$ cat src/rtl/uart_rx_frame_ctrl.sv
// UART receive framer: SYNC, LEN, payload, CHK -> buffered valid/ready stream.
// Bad length, bad checksum and inter-byte stalls drop the frame with a pulse.
module uart_rx_frame_ctrl #(
    parameter int         CLK_Hz       = 66_000_000,
    parameter int         BITRATE_bps  = 9_600,
    parameter int         TIMEOUT_BITS = 20,
    parameter int         MAX_LEN      = 16,
    parameter logic [7:0] SYNC         = 8'hA5
) (
    input  logic       clk,
    input  logic       rst,
    input  logic [7:0] rx_data,
    input  logic       rx_valid,
    output logic [7:0] m_data,
    output logic       m_valid,
    input  logic       m_ready,
    output logic       m_last,
    output logic       frame_ok,
    output logic       err_chk,
    output logic       err_len,
    output logic       err_timeout,
    output logic       overrun,
    output logic       busy
);

    localparam int TIMEOUT_CLKS = CLK_Hz / BITRATE_bps * TIMEOUT_BITS;
    localparam int TW = $clog2(TIMEOUT_CLKS);
    localparam int LW = $clog2(MAX_LEN + 1);
    localparam int PW = (MAX_LEN > 1) ? $clog2(MAX_LEN) : 1;
    localparam logic [TW-1:0] TO_LAST = TW'(TIMEOUT_CLKS - 1);
    localparam logic [7:0]    MAX_B   = 8'(MAX_LEN);

    typedef enum logic [2:0] {
        S_HUNT,
        S_LEN,
        S_PAYLOAD,
        S_CHK,
        S_DRAIN
    } state_t;

    state_t          r_state;
    logic [LW-1:0]   r_len;
    logic [PW-1:0]   r_wr_ptr;
    logic [PW-1:0]   r_rd_ptr;
    logic [7:0]      r_chk;
    logic [TW-1:0]   r_to_cnt;
    logic [7:0]      r_buf [MAX_LEN];
    logic [7:0]      r_m_data;
    logic            r_m_valid;
    logic            r_m_last;
    logic            r_frame_ok;
    logic            r_err_chk;
    logic            r_err_len;
    logic            r_err_timeout;
    logic            r_overrun;

    logic            w_len_ok;
    logic            w_wr_last;
    logic            w_rd_last;
    logic [PW-1:0]   w_rd_next;
    logic            w_rd_next_last;
    logic            w_xfer;
    logic            w_to_hit;
    logic            w_in_frame;
    logic            w_buf_we;

    assign w_len_ok       = (rx_data != 8'd0) && (rx_data <= MAX_B);
    assign w_wr_last      = (LW'(r_wr_ptr) == r_len - 1'b1);
    assign w_rd_last      = (LW'(r_rd_ptr) == r_len - 1'b1);
    assign w_rd_next      = r_rd_ptr + 1'b1;
    assign w_rd_next_last = (LW'(w_rd_next) == r_len - 1'b1);
    assign w_xfer         = r_m_valid && m_ready;
    assign w_to_hit       = (r_to_cnt == TO_LAST);
    assign w_in_frame     = (r_state == S_LEN) || (r_state == S_PAYLOAD) ||
                            (r_state == S_CHK);
    assign w_buf_we       = (r_state == S_PAYLOAD) && rx_valid;

    // Payload store carries no reset; the pointers alone define its contents.
    always_ff @(posedge clk) begin
        if (w_buf_we) begin
            r_buf[r_wr_ptr] <= rx_data;
        end
    end

    always_ff @(posedge clk or posedge rst) begin
        if (rst) begin
            r_state       <= S_HUNT;
            r_len         <= '0;
            r_wr_ptr      <= '0;
            r_rd_ptr      <= '0;
            r_chk         <= '0;
            r_to_cnt      <= '0;
            r_m_data      <= '0;
            r_m_valid     <= 1'b0;
            r_m_last      <= 1'b0;
            r_frame_ok    <= 1'b0;
            r_err_chk     <= 1'b0;
            r_err_len     <= 1'b0;
            r_err_timeout <= 1'b0;
            r_overrun     <= 1'b0;
        end else begin
            r_frame_ok    <= 1'b0;
            r_err_chk     <= 1'b0;
            r_err_len     <= 1'b0;
            r_err_timeout <= 1'b0;
            r_overrun     <= 1'b0;
            unique case (r_state)
                S_HUNT: begin
                    if (rx_valid && rx_data == SYNC) begin
                        r_state  <= S_LEN;
                        r_to_cnt <= '0;
                    end
                end
                S_LEN: begin
                    if (rx_valid) begin
                        if (w_len_ok) begin
                            r_len    <= rx_data[LW-1:0];
                            r_chk    <= rx_data;
                            r_wr_ptr <= '0;
                            r_state  <= S_PAYLOAD;
                        end else begin
                            r_err_len <= 1'b1;
                            r_state   <= S_HUNT;
                        end
                    end
                end
                S_PAYLOAD: begin
                    if (rx_valid) begin
                        r_chk <= r_chk ^ rx_data;
                        if (w_wr_last) begin
                            r_state <= S_CHK;
                        end else begin
                            r_wr_ptr <= r_wr_ptr + 1'b1;
                        end
                    end
                end
                S_CHK: begin
                    if (rx_valid) begin
                        if (rx_data == r_chk) begin
                            r_frame_ok <= 1'b1;
                            r_m_valid  <= 1'b1;
                            r_m_data   <= r_buf[0];
                            r_m_last   <= (r_len == LW'(1));
                            r_rd_ptr   <= '0;
                            r_state    <= S_DRAIN;
                        end else begin
                            r_err_chk <= 1'b1;
                            r_state   <= S_HUNT;
                        end
                    end
                end
                S_DRAIN: begin
                    if (rx_valid) begin
                        r_overrun <= 1'b1;
                    end
                    if (w_xfer) begin
                        if (w_rd_last) begin
                            r_m_valid <= 1'b0;
                            r_m_last  <= 1'b0;
                            r_state   <= S_HUNT;
                        end else begin
                            r_rd_ptr <= w_rd_next;
                            r_m_data <= r_buf[w_rd_next];
                            r_m_last <= w_rd_next_last;
                        end
                    end
                end
                default: r_state <= S_HUNT;
            endcase
            // An arriving byte always beats the stall limit on the same cycle.
            if (w_in_frame) begin
                if (rx_valid) begin
                    r_to_cnt <= '0;
                end else if (w_to_hit) begin
                    r_err_timeout <= 1'b1;
                    r_state       <= S_HUNT;
                end else begin
                    r_to_cnt <= r_to_cnt + 1'b1;
                end
            end
        end
    end

    assign m_data      = r_m_data;
    assign m_valid     = r_m_valid;
    assign m_last      = r_m_last;
    assign frame_ok    = r_frame_ok;
    assign err_chk     = r_err_chk;
    assign err_len     = r_err_len;
    assign err_timeout = r_err_timeout;
    assign overrun     = r_overrun;
    assign busy        = (r_state != S_HUNT);

endmodule

$ cat config.mk
export PLATFORM = sky130hd
export DESIGN_NAME = uart_rx_frame_ctrl
export DESIGN_NICKNAME = d
export VERILOG_FILES = /design/src/rtl/uart_rx_frame_ctrl.sv
export SDC_FILE = /design/constraint.sdc
export NUM_CORES = 1
export LEC_CHECK = 0
export ABC_AREA = 0
export CAP_MARGIN = 20
export CORE_MARGIN = 1
export CORE_UTILIZATION = 35
export CTS_CLUSTER_DIAMETER = 200
export DETAILED_ROUTE_END_ITERATION = 12
export PLACE_DENSITY = 0.58
export SLEW_MARGIN = 20
export SYNTH_ARGS = -nofsm -noshare
export SYNTH_HDL_FRONTEND = slang
export SYNTH_SLANG_ARGS = --single-unit
export TNS_END_PERCENT = 10
$ cat constraint.sdc
create_clock -name clk -period 6 [get_ports clk]
set_input_delay 1.5 -clock clk [delete_from_list [all_inputs] [get_ports clk]]
set_output_delay 1.5 -clock clk [all_outputs]
set_load 0.03 [all_outputs]
==> flow_summary.json <==
{
  "seq_area_frac_synth_pct": 62.3,
  "crit_required_ns": 6.32,
  "drive_above_1_share_pct": 16.0,
  "max_cap_violations": 0,
  "synth_nets": 602,
  "drtPass1Iterations": 5,
  "routed_wl_um": 20500,
  "nets": 633,
  "die_area_mm2": 0.0248,
  "syn_avg_cell_area_um2": 14.5,
  "placementRows": 56,
  "dr_total_vias": 5063,
  "syn-instance-count": 582,
  "synth.cell_area_mm2": 0.00845,
  "die_y_um": 157,
  "pre_cts_ws_ns": 1.56,
  "rsz0062_at_grt": "no",
  "coreArea_mm2": 0.0236,
  "cts_root_buf": "clkbuf_16",
  "grt_remaining_overflow": 0,
  "cts_setup_buffers": 0,
  "seqCellArea_mm2": 0.00527,
  "antenna_found_initial": 0,
  "initial_core_util_pct": 35.8,
  "fillers": 2164,
  "crit_chain": "clkdlybuf4s50_1 -> xnor2_1 -> nand4_1 -> nor3_2 -> a2bb2oi_2 -> mux2_2",
  "synth_edf_count": 128,
  "r2r_slack_ns": 3.00,
  "grt_max_degree": 58,
  "first_iter_violations": 490,
  "post-route-period-util_pct": 66.7,
  "antenna_left": 0,
  "cts_hold_buf": 0,
  "powerDensity_mw_per_mm2": 281,
  "cts_resized": 0,
  "crit_arrival_ns": 4.32,
  "dp_hpwl_um": 12800,
  "gp_congestion": 0.814,
  "status": "complete, no violations",
  "synth_warnings": 0,
  "htree_num_levels": 4,
  "whs_path_depth": 1,
  "worstHoldPathType": "reg -> reg",
  "clock_skew_ns": 0.0103,
  "cts_tree": "done",
  "synth-main-ff-cell": "edfxtp_1",
  "grt_first_pass_wirelength_um": 31300,
  "crit_type": "in -> reg",
  "wl_per_cell_um": 21.7,
  "critical_path.max_fanout": 22,
  "async_flop_share_pct": 30.8,
  "reg2reg_depth": 7,
  "n_antenna_cell": 0,
  "vdd_drop_max_v": 0.000222,
  "slew_viol_final": 0,
  "cts_buffers": 17,
  "cp_slowest_stage_delay_ns": 0.96,
  "worst_slack_ns": 2.00,
  "crit_path_start_kind": "input pin",
  "viasPerCell": 5.36,
  "grt_usage_pct": 17.7,
  "ios": 28,
  "io_buffers": 27,
  "fin_crit_ns": 4.00,
  "dieWidth_um": 157,
  "cts_sinks": 185,
  "hold_viol": 0,
  "slew_headroom_pct": 37.4,
  "clkLatencyLatePin_ns": 0.43,
  "synth_cell_types": 72,
  "grt_pass1_vias": 5068,
  "fin_setup_tns_ns": 0,
  "crit_slowest_cell": "clkdlybuf4s50_1",
  "timing_worst_slew_pin_value_ns": 0.939,
  "ys_ff_latch": 185,
  "clkSlewWorstSetupHoldPaths_ns": 0.07,
  "fmax_ghz": 0.250,
  "multi_input_area_mm2": 0.00294,
  "power_leakage_nw": 3.37,
  "drc_errors": 0,
  "cp-end-kind": "flop",
  "setup_violations": 0,
  "cts_buffer_depth": 2,
  "area_growth_pct": 14.1
}
[cells in the final DEF (no fill, tap or decap), drive strengths merged, types with 12 or more instances in the layout]
| cell type | Yosys | routed |
|---|---|---|
| nor2b | 12 | 12 |
| mux2i | 13 | 13 |
| and2 | 18 | 18 |
| nand2 | 31 | 31 |
| xor2 | 12 | 12 |
| buf | 15 | 14 |
| inv | 22 | 30 |
| mux4 | 32 | 32 |
| nor2 | 24 | 24 |
| clkbuf | 14 | 17 |
| edfxtp | 128 | 128 |
| nor3 | 15 | 15 |
| clkdlybuf4s50 | 0 | 27 |
| o21ai | 23 | 23 |
| dfrtp | 57 | 57 |
| xnor2 | 24 | 24 |
| nand3 | 21 | 21 |
[per-stage QoR]
stage | cells | power [W] | area, um^2 | hold WS (ns) | util, %
4_1_cts | 944 | 0.00273 | 9640 | 0.520 | 40.8
3_3_place_gp | 913 | 0.00161 | 9060 | 0.499 | 38.4
2_1_floorplan | 582 | 0.00155 | 8450 | 0.490 | -
3_5_place_dp | 913 | 0.00162 | 9060 | 0.497 | 38.4
6_report | 944 | 0.00271 | 9640 | 0.517 | 40.8
5_1_grt | 944 | 0.00281 | 9640 | 0.541 | 40.8
[cells in the mapped netlist, types with 3 or more instances]
master | number | area share, %
a21oi_1 | 7 | 0.41
nand2_1 | 31 | 1.4
ha_1 | 8 | 1.2
xnor2_1 | 24 | 2.5
buf_2 | 7 | 0.41
nor3_1 | 13 | 0.77
nand4_1 | 8 | 0.59
a311oi_1 | 8 | 0.83
dfrtp_1 | 57 | 17
o21ai_1 | 14 | 0.83
or2_1 | 3 | 0.22
o21ai_0 | 9 | 0.53
and2_1 | 18 | 1.3
clkbuf_1 | 12 | 0.53
nand3_1 | 20 | 1.2
xor2_1 | 12 | 1.2
buf_4 | 3 | 0.27
nand2b_1 | 4 | 0.30
a2111oi_0 | 6 | 0.62
mux2i_1 | 13 | 1.5
o211ai_1 | 4 | 0.36
buf_6 | 4 | 0.53
mux2_2 | 7 | 0.93
o22ai_1 | 3 | 0.22
inv_1 | 22 | 0.98
nor2_1 | 23 | 1.0
and4_1 | 3 | 0.31
and3_1 | 4 | 0.30
a22oi_1 | 7 | 0.62
edfxtp_1 | 128 | 45
mux4_2 | 32 | 8.5
nor4_1 | 5 | 0.37
a21o_1 | 3 | 0.27
nor2b_1 | 11 | 0.81
o2111ai_1 | 3 | 0.31
[state kept, by name, summed over array words and instances, names as in the netlist]
register     count
err_chk          1
err_len          1
err_timeout      1
frame_ok         1
m_data           8
m_last           1
m_valid          1
overrun          1
r_buf          128
r_chk            8
r_len            5
r_rd_ptr         4
r_state          3
r_to_cnt        18
r_wr_ptr         4
[cell type report]
type	count	area share (%)
flip-flops and latches	185	54.7
multi-input cells	346	30.4
clock buffers	17	4.41
well taps	319	4.14
repair buffers	41	3.89
clock inverters	14	1.60
inverters	22	0.856
[logic make-up after synthesis]
| kind of cell | after synthesis | synth area share [%] |
|---|---|---|
| multiplexers | 54 | 11.3 |
| flip-flops | 185 | 62.3 |
| AO/OA/AOI/OAI | 84 | 7.33 |
| buffers and inverters | 51 | 3.14 |
| AND/OR/NAND/NOR | 163 | 10.7 |
| XOR/XNOR | 37 | 4.00 |
| adder cells (fa/ha/maj) | 8 | 1.18 |
[layer usage]
metal	vias to the layer above	share of wire (%)	track usage [%]
met5	-	0	0
met3	23	6.2	4.02
met2	150	48	27.3
met1	2600	44	24.7
met4	0	1.7	6.01
li1	2290	-	-
[final timing paths]
path                             start          end
setup reg to reg           r_rd_ptr[1]    m_data[0]
setup / recovery            rx_data[5]    m_data[3]
hold / removal               m_data[5]    m_data[5]
max in group asynchronous          rst  r_rd_ptr[0]
min in group asynchronous          rst      overrun
hold reg to reg              m_data[5]    m_data[5]
[critical path: cells and delay by family]
family          cells  cell delay (ns)
buf+inv             1             0.96
simple gates        2             0.66
compound gates      1             0.58
mux                 1             0.41
xor+xnor            1             0.19
[power breakdown]
part	total [W]	internal (W)	switching, W
Sequential	0.00144	0.00140	0.0000394
Clock	0.00112	0.000590	0.000526
Combinational	0.000157	0.0000592	0.0000978
Total	0.00271	0.00205	0.000663
Note: power is estimated with default switching activity, not from simulation.
==> RTL change, RTL diff (config.mk and constraints unchanged) <==
The 5 states of `state_t` get a one-hot encoding in 5 bits.
--- a/src/rtl/uart_rx_frame_ctrl.sv
+++ b/src/rtl/uart_rx_frame_ctrl.sv
@@ -30,12 +30,12 @@
     localparam logic [TW-1:0] TO_LAST = TW'(TIMEOUT_CLKS - 1);
     localparam logic [7:0]    MAX_B   = 8'(MAX_LEN);
 
-    typedef enum logic [2:0] {
-        S_HUNT,
-        S_LEN,
-        S_PAYLOAD,
-        S_CHK,
-        S_DRAIN
+    typedef enum logic [4:0] {
+        S_HUNT    = 5'b00001,
+        S_LEN     = 5'b00010,
+        S_PAYLOAD = 5'b00100,
+        S_CHK     = 5'b01000,
+        S_DRAIN   = 5'b10000
     } state_t;
 
     state_t          r_state;
Behaviour: no difference found for any inputs over 4 cycles, from zero or initial values and one cycle with rst high; so few cycles prove little.
==> RTL change against the unedited design <==
  * Sequential share of layout area fell by 1.1 points
  * Non-clock buffer count shrank 4
  * First-iteration DRC count shrank 18%
  * Synthesized area up 3.0%
  * Design area grew 3.1%
  * Die area grew 3.0%
  * Combinational power shrank 21%
  * Setup slack got worse by 0.078 ns
  * Via count rose by 5.2%
  * Wire length shrank 4.7%
  * Hold slack better by 0.026 ns
  * Power grew 1.3%
  * Sequential cell count is 2 higher
  * Critical path type unchanged
==> RTL change: results (changes against the unedited design) <==
[metrics] result of the run: finished, final reports clean
[metrics] Detail Placement HPWL: 12900 µm (+0.26%)
[metrics] aggregate global-route resource usage: 16.2% (-1.6 points)
[metrics] cell family with the largest share of critical-path delay: simple AND/OR/NAND/NOR gates
[metrics] worst-case clock skew: 0.0201 ns (+0.00973 ns)
[metrics] Crit Path Max Fanout: 23 (+4.5%)
[metrics] number of instances on the worst hold path: 2 (+1)
[metrics] post-layout net count: 649 (+2.5%)
[metrics] cell leakage power: 0.00346 µW (+2.7%)
[metrics] share of final-layout standard cells stronger than drive strength 1: 17.6% (+1.6 points)
[metrics] net count after synthesis: 624 (+3.7%)
[metrics] arrival time of the worst setup path: 4.38 ns (+0.06 ns)
[metrics] leading post-synthesis cells by cell area: edfxtp_1 (44%), dfrtp_1 (17%), mux4_2 (8.3%), xor2_1 (2.4%), nand2_1 (2.2%)
[metrics] Post-Route Hold Slack: 0.542 ns (+0.0256 ns)
[metrics] Commonest cells post-synth: edfxtp_1 (128), dfrtp_1 (58), nand2_1 (52), nor2_1 (33), mux4_2 (32)
[metrics] worst max-slew margin expressed relative to the limit: 30.2% (-7.2 points)
[metrics] Register-to-Register Setup Slack: 2.75 ns (-0.25 ns)
[metrics] library cells used by synthesis: 80 (+11%)
[metrics] number of placed instances with taps included: 934 (+2.3%)
[metrics] sink of the worst hold path: r_to_cnt[12]$_DFF_PP0_
[metrics] filler instances: 2233 (+3.2%)
[metrics] DRC violation total after the first TritonRoute iteration: 402 (-18%)
[metrics] sequential cell area fraction in the yosys report: 61.1% (-1.3 points)
[metrics] net switching power of the design: 687 µW (+3.7%)
[metrics] number of global-route vias before repair: 5440 (+7.3%)
[metrics] count of mapped cells out of synthesis: 604 (+3.8%)
RTL change: worst max path at each step:
stage | from | to
floorplan | rx_valid | r_buf[2][0]$_DFFE_PP_
global placement | rx_valid | r_buf[3][2]$_DFFE_PP_
detailed placement | rx_data[1] | m_data[1]$_DFFE_PP0P_
CTS | rx_data[1] | m_data[1]$_DFFE_PP0P_
global route | rx_data[1] | m_data[6]$_DFFE_PP0P_
finish | rx_data[1] | m_data[1]$_DFFE_PP0P_
RTL change: logic make-up after synthesis:
| logic type | share of synthesized area (%) |
|---|---|
| compound gates | 8.79 |
| simple gates | 11.0 |
| fa+ha+maj | 1.15 |
| buf+inv | 2.61 |
| mux | 10.9 |
| xor+xnor | 4.41 |
| flops | 61.1 |
RTL change: final cells by class:
class                      instances  share of cell area (%)
multi-input combinational        376                    32.0
sequential                       187                    53.5
timing repair buffer              37                    3.47
inverter                          10                   0.378
clock buffer                      17                    4.28
clock inverter                    15                    2.20
tap                              324                    4.08
RTL change: metal layers:
| layer | wire, µm | track usage, % |
|---|---|---|
| met1 | 9060 | 22.6 |
| met2 | 9480 | 26.0 |
| met3 | 749 | 2.52 |
| met4 | 265 | 4.63 |
| met5 | 0 | 0 |
RTL change: per-stage QoR:
step / utilization [%] / setup slack, ns
finish: 40.8 / 1.92
global route: 40.8 / 1.76
CTS: 40.7 / 1.94
detailed placement: 38.1 / 1.53
global placement: 38.0 / 1.47
floorplan: - / 2.87
RTL change: tightest hold or removal path: stages (launching register included):
cell,delay (ns)
dfrtp_1,0.38
nand2_1,0.05
o21ai_0,0.07
RTL change: power groups by stage:
stage          combinational (µW)  clock (µW)  sequential [µW]
6_report                      124        1210             1410
5_1_grt                       137        1280             1410
4_1_cts                       125        1230             1410
3_5_place_dp                  125           0             1440
3_3_place_gp                  121           0             1440
2_1_floorplan                72.5           0             1440
